### src/rtl/difftest_log_pkg.sv
// Shared types and default widths for the difftest performance-event logger.
package difftest_log_pkg;

    localparam int unsigned LOG_COUNTER_W = 32;
    localparam int unsigned LOG_COREID_W  = 8;

    typedef enum logic [1:0] {
        Debug,
        Info,
        Warning,
        Error
    } LogLevel;

    // Default-width view of one report, as seen by the log collector.
    typedef struct packed {
        logic [LOG_COREID_W-1:0]  coreid;
        logic [LOG_COUNTER_W-1:0] value;
        logic [LOG_COUNTER_W-1:0] delta;
        logic                     wrap;
    } log_report_t;

endpackage

### src/rtl/log_interval_timer.sv
// Report trigger generator: fires every REPORT_INTERVAL cycles or on flush.
// REPORT_INTERVAL = 0 disables the periodic trigger, leaving flush-only.
module log_interval_timer #(
    parameter int unsigned REPORT_INTERVAL = 1000
) (
    input  logic clk,
    input  logic rst,
    input  logic flush,
    output logic trigger
);

    localparam int unsigned     IC_W     = (REPORT_INTERVAL > 1) ? $clog2(REPORT_INTERVAL) : 1;
    localparam logic [IC_W-1:0] IC_LAST  = IC_W'(REPORT_INTERVAL - 1);
    localparam logic            PERIODIC = (REPORT_INTERVAL != 0);

    logic [IC_W-1:0] ic_q;
    logic [IC_W-1:0] ic_d;
    logic            at_last;

    // NOTE: every output of this block gets a value on every path, so no latch is inferred.
    always_comb begin
        at_last = PERIODIC && (ic_q == IC_LAST);
        trigger = flush || at_last;
        ic_d    = (trigger || !PERIODIC) ? '0 : ic_q + 1'b1;
    end

    // NOTE: state flops use non-blocking assignments so all flops update from pre-edge values.
    always_ff @(posedge clk or negedge rst) begin
        if (!rst) begin
            ic_q <= '0;
        end else begin
            ic_q <= ic_d;
        end
    end

endmodule

### src/rtl/difftest_log_event.sv
// Named perf-event sampler: emits value, delta since last report and a wrap flag.
// Define DIFFTEST_LOG_EVENT_DISPLAY_EN to print every report to the simulation log.
module difftest_log_event
    import difftest_log_pkg::*;
#(
    parameter              NAME            = "event",
    parameter int unsigned COUNTER_W       = LOG_COUNTER_W,
    parameter int unsigned COREID_W        = LOG_COREID_W,
    parameter int unsigned REPORT_INTERVAL = 1000
) (
    input  logic                 clk,
    input  logic                 rst,
    input  logic [COREID_W-1:0]  coreid,
    input  logic [COUNTER_W-1:0] value,
    input  logic                 flush,
    output logic                 report_valid,
    output logic [COREID_W-1:0]  report_coreid,
    output logic [COUNTER_W-1:0] report_value,
    output logic [COUNTER_W-1:0] report_delta,
    output logic                 report_wrap,
    output logic [63:0]          cycle_cnt
);

    typedef struct packed {
        logic [COREID_W-1:0]  coreid;
        logic [COUNTER_W-1:0] value;
        logic [COUNTER_W-1:0] delta;
        logic                 wrap;
    } report_t;

    logic                 trigger;
    logic                 valid_q;
    logic                 valid_d;
    report_t              report_q;
    report_t              report_d;
    logic [COUNTER_W-1:0] base_q;
    logic [COUNTER_W-1:0] base_d;
    logic [63:0]          cycle_cnt_q;
    logic [63:0]          cycle_cnt_d;

    log_interval_timer #(
        .REPORT_INTERVAL (REPORT_INTERVAL)
    ) u_timer (
        .clk     (clk),
        .rst     (rst),
        .flush   (flush),
        .trigger (trigger)
    );

    always_comb begin
        valid_d     = trigger;
        report_d    = report_q;
        base_d      = base_q;
        cycle_cnt_d = cycle_cnt_q + 64'd1;
        if (trigger) begin
            // Modulo subtraction gives the correct delta across a single counter wrap.
            report_d.coreid = coreid;
            report_d.value  = value;
            report_d.delta  = value - base_q;
            report_d.wrap   = (value < base_q);
            base_d          = value;
        end
    end

    always_ff @(posedge clk or negedge rst) begin
        if (!rst) begin
            valid_q     <= 1'b0;
            report_q    <= '0;
            base_q      <= '0;
            cycle_cnt_q <= '0;
        end else begin
            valid_q     <= valid_d;
            report_q    <= report_d;
            base_q      <= base_d;
            cycle_cnt_q <= cycle_cnt_d;
        end
    end

    assign report_valid  = valid_q;
    assign report_coreid = report_q.coreid;
    assign report_value  = report_q.value;
    assign report_delta  = report_q.delta;
    assign report_wrap   = report_q.wrap;
    assign cycle_cnt     = cycle_cnt_q;

`ifdef DIFFTEST_LOG_EVENT_DISPLAY_EN
    always_ff @(posedge clk) begin
        if (valid_q) begin
            $display("[%16d] %m: %s core=%0d value=%0d delta=%0d wrap=%0d",
                     cycle_cnt_q, NAME, report_q.coreid, report_q.value,
                     report_q.delta, report_q.wrap);
        end
    end
`else
    logic unused_name;
    assign unused_name = ^NAME;
`endif

endmodule

### config.mk
export PLATFORM = sky130hd
export DESIGN_NAME = difftest_log_event
export DESIGN_NICKNAME = d
export VERILOG_FILES = /design/src/rtl/difftest_log_pkg.sv /design/src/rtl/log_interval_timer.sv /design/src/rtl/difftest_log_event.sv
export SDC_FILE = /design/constraint.sdc
export NUM_CORES = 1
export LEC_CHECK = 0
export BUFFER_PORTS_ARGS = -buffer_cell sky130_fd_sc_hd__buf_2
export CORE_UTILIZATION = 55
export CTS_CLUSTER_DIAMETER = 80
export CTS_CLUSTER_SIZE = 24
export DETAILED_ROUTE_END_ITERATION = 10
export PLACE_DENSITY = 0.79
export SLEW_MARGIN = 0
export SYNTH_ARGS = -nofsm -noshare
export SYNTH_HDL_FRONTEND = slang
export SYNTH_HIERARCHICAL = 1
export SYNTH_SLANG_ARGS = --single-unit
export TNS_END_PERCENT = 100
### constraint.sdc
create_clock -name clk -period 2.9 [get_ports clk]
set_input_delay 0.725 -clock clk [delete_from_list [all_inputs] [get_ports clk]]
set_output_delay 0.725 -clock clk [all_outputs]
set_load 0.005 [all_outputs]
==> summary by stage <==
Global route
met2 is the most crowded layer. The pin count of the biggest net entering global routing is 111. The initial antenna violation count came to 0. The global-route wire length before repair is 31000 um.

The via count of the first global-routing pass came to 6434. Summed over all layers, the global routing overflow is 0. In the global route stage, met1 resource usage came out at 0.356. In the global route stage, met3 resource usage came out at 0.0710. Across every metal layer, demand over resource in global routing totals 0.264. The met2 track utilization from global routing is 0.414.

Floorplanning
The area of the placeable core is 14100 sq um. The floorplan has 43 rows. The initial core utilization is 0.572. The die covers 15100 sq um. The boundary pin count is 181.

The vertical extent of the die is 123 um. The die extent in x is 123 um.

Clocking
In this run, post-CTS hold repair placed 0 buffers. In this run, post-CTS repair resized a total of 0 instances. At the later pin of the worst-skew pair, clock insertion delay measures 0.43 ns. After clock tree synthesis, the setup repair step added 0 buffers.

Counting along the longest clock path gives a buffer depth of 2. The CTS buffer count is 17. The clock-pin slew reported for the worst setup and hold paths after clock tree synthesis is 0.06 ns. TritonCTS built the clock tree. CTS built an H-tree with a depth of 4. The clock root buffer is sky130_fd_sc_hd__clkbuf_16.

The number of clock sinks is 148.

Detailed routing
Using the TritonRoute via totals, the vias-per-cell ratio works out to 5.55. The post-route antenna net violation count is 0. The final route contains 6735 vias.

For this run, design rule violations remaining after detail routing come to 0. The detailed-router iteration count before antenna repair is 5. The final routed wire length divided by cell count is 15.5 um. The overall routed net length is 18800 um. The initial detailed-routing violation count is 514.

Final layout
Of the cells placed in the final design, the portion with a size suffix greater than 1 is 0.282. Leaving out fill and tap cells, the most frequent cell in the layout is sky130_fd_sc_hd__buf_2. At the end of the flow, the number of nets in the layout was 1099. The total non-filler cell area in the finished layout is 9910 sq um. The library cells used most frequently in the layout, excluding fill and tap cells, are sky130_fd_sc_hd__buf_2 (179), sky130_fd_sc_hd__dfrtp_1 (148), sky130_fd_sc_hd__nand2_1 (100). The end-of-flow core utilization is 0.703. The antenna cell count is 0. Relative to the synthesized area, the layout overhead comes to 23.0%. The final-layout fill cell count is 1148.

Critical path
The startpoint identified for the worst register-to-register timing path is report_value[0]. The sort of element at the end of the critical path is a register. The critical path starts at value[0]. Traced cell by cell, the critical path runs through buf_2, inv_1, ha_1, fa_1, nor2b_1, o31a_2, o21ai_2, a2111o_1, a211oi_2, o21ai_1, a32o_1. The peak per-stage delay on the critical path is 0.47 ns.

Of all nets on the critical path, the largest fanout is 3. Among all stages on the critical path, the largest delay is contributed by sky130_fd_sc_hd__a2111o_1. Data on the critical path arrives at its endpoint at 2.98 ns. The critical path in this run is classified as input port to register. The data required time of the worst path is 3.21 ns. The critical path startpoint category is an input port.

Placement
The half-perimeter wire length after placement is 13700 um. The weighted congestion at the end of routability-driven global placement is 0.825. The cell area after placement is 9330 sq um. Port buffering added 180 buffers.

Pwr
The worst voltage drop across the vdd grid is 430 uV. For this design the ratio of total power to cell area is 575 nW/um^2. The relative contribution of the clock network to total power is 0.377. The proportion of total power due to net switching is 0.283. The sequential group share of total power is 0.416. The combinational cell fraction of total power is 0.207. The net switching power figure is 1.61 mW. The completed layout was analyzed and its total power is 5.69 mW.

The static power due to leakage is 4.87 nW. Internal power comes to 4.08 mW.

STA
The minimum clock period is 2.67 ns. For the pin with the worst max-slew slack, the measured transition is 0.875 ns. Of the available clock period, the critical path in the final layout requires 0.921. The highest clock rate is 374 MHz. The final-report setup violation count is 0. For the final database, setup skew stands at 0.0101 ns. The final count of hold timing violations is 0. Setup repair after global routing left no endpoint under its margin. The max-slew headroom at the worst pin is 0.416. The final-report max-slew violation count is 0.

Synthesis
The synthesized netlist net count is 899. The share of the Yosys chip area taken by registers is 0.460. After technology mapping, the gate count stands at 821. The register bit count reported by yosys is 148. The Yosys warning count is 6. The count of flip-flops with a built-in enable after synthesis is 0. The cell area after synthesis is 8060 sq um.

In this run the mean area of a mapped cell was 9.81 sq um. The number of different library cells used by synthesis comes to 74. The share of synthesized registers carrying an async set or reset is 1.00. The most common flop cell mapped by yosys is sky130_fd_sc_hd__dfrtp_1.

Status
The run finished with clean final reports.

Hold path
In this run the worst hold path is classified as input port to async pin.

Run
The number of maximum-capacitance violations is 0.
power by group through the flow:
stage               clock network [mW]  logic [mW]  registers, mW
global placement                     0        1.16           2.39
finish                            2.15        1.18           2.37
CTS                               2.19        1.19           2.37
global route                      2.29        1.33           2.39
floorplan                            0       0.675           2.40
detailed placement                   0        1.18           2.40
cells in the mapped netlist (all sizes together), types with 3 or more instances:
master	n	area, sq um
o21a	15	120
and4	3	27.5
o31ai	4	48.8
nor3	18	118
ha	34	425
o31a	3	27.5
buf	6	26.3
nand4	28	190
o21ai	64	324
nor2	57	219
clkbuf	18	68.8
xor2	26	228
o211ai	7	57.6
nor2b	10	62.6
or3	7	48.8
xnor2	55	482
inv	49	184
dfrtp	148	3700
o311ai	5	51.3
a211oi	4	40.0
a31oi	3	18.8
nand2	100	375
nor4	4	61.3
and3	12	75.1
a21oi	35	179
a21o	14	105
mux2	23	259
nand3	39	205
worst paths after layout:
kind	endpoint	slack [ns]	depth (start not counted)
setup / recovery	report_wrap	0.23	11
hold / removal	report_coreid[1]	0.29	1
setup reg to reg	report_wrap	0.26	9
hold reg to reg	u_timer/ic_q[0]	0.46	1
max in group asynchronous	cycle_cnt[61]	1.95	2
min in group clk	u_timer/ic_q[0]	0.46	1
per-stage QoR:
step | TNS [ns] | hold slack, ns | instances | worst slack, ns
after floorplan | 0 | 0.429 | 821 | 0.0609
after global placement | -0.441 | 0.449 | 1182 | -0.145
after detailed placement | -0.763 | 0.450 | 1182 | -0.191
after CTS | 0 | 0.302 | 1214 | 0.246
after global routing | 0 | 0.338 | 1214 | 0.0271
final | 0 | 0.288 | 1214 | 0.228
critical path: cells and delay by family:
kind            cells  cell delay (ns)
compound gates      6             1.35
fa+ha+maj           2             0.62
simple gates        1             0.17
buf+inv             2             0.11
logic make-up (layout without fill, tap and decap cells):
logic type | Yosys count | after routing | share of synthesized area
buf+inv | 73 | 286 | 0.0346
fa+ha+maj | 35 | 35 | 0.0553
mux | 24 | 24 | 0.0334
simple gates | 290 | 290 | 0.184
compound gates | 170 | 170 | 0.145
flops | 148 | 148 | 0.460
xor+xnor | 81 | 81 | 0.0881
cell type report:
type / count / area (sq um) / share of cell area
well taps: 180 / 225 / 0.0227
flip-flops and latches: 148 / 3700 / 0.374
repair buffers: 205 / 1130 / 0.114
multi-input cells: 600 / 4080 / 0.412
clock inverters: 13 / 135 / 0.0136
clock buffers: 19 / 443 / 0.0447
inverters: 49 / 184 / 0.0186
registers in the layout, summed over array words and instances, names as in the netlist:
name,count
cycle_cnt,64
report_coreid,8
report_delta,32
report_valid,1
report_value,32
report_wrap,1
u_timer/ic_q,10
layer usage:
| layer | wire (um) | part of all wire | up-vias |
|---|---|---|---|
| li1 | - | - | 3275 |
| met1 | 8560 | 0.46 | 3247 |
| met2 | 8770 | 0.47 | 191 |
| met3 | 1160 | 0.062 | 22 |
| met4 | 275 | 0.015 | 0 |
| met5 | 0 | 0 | - |
Power figures use the tool's default switching activity.
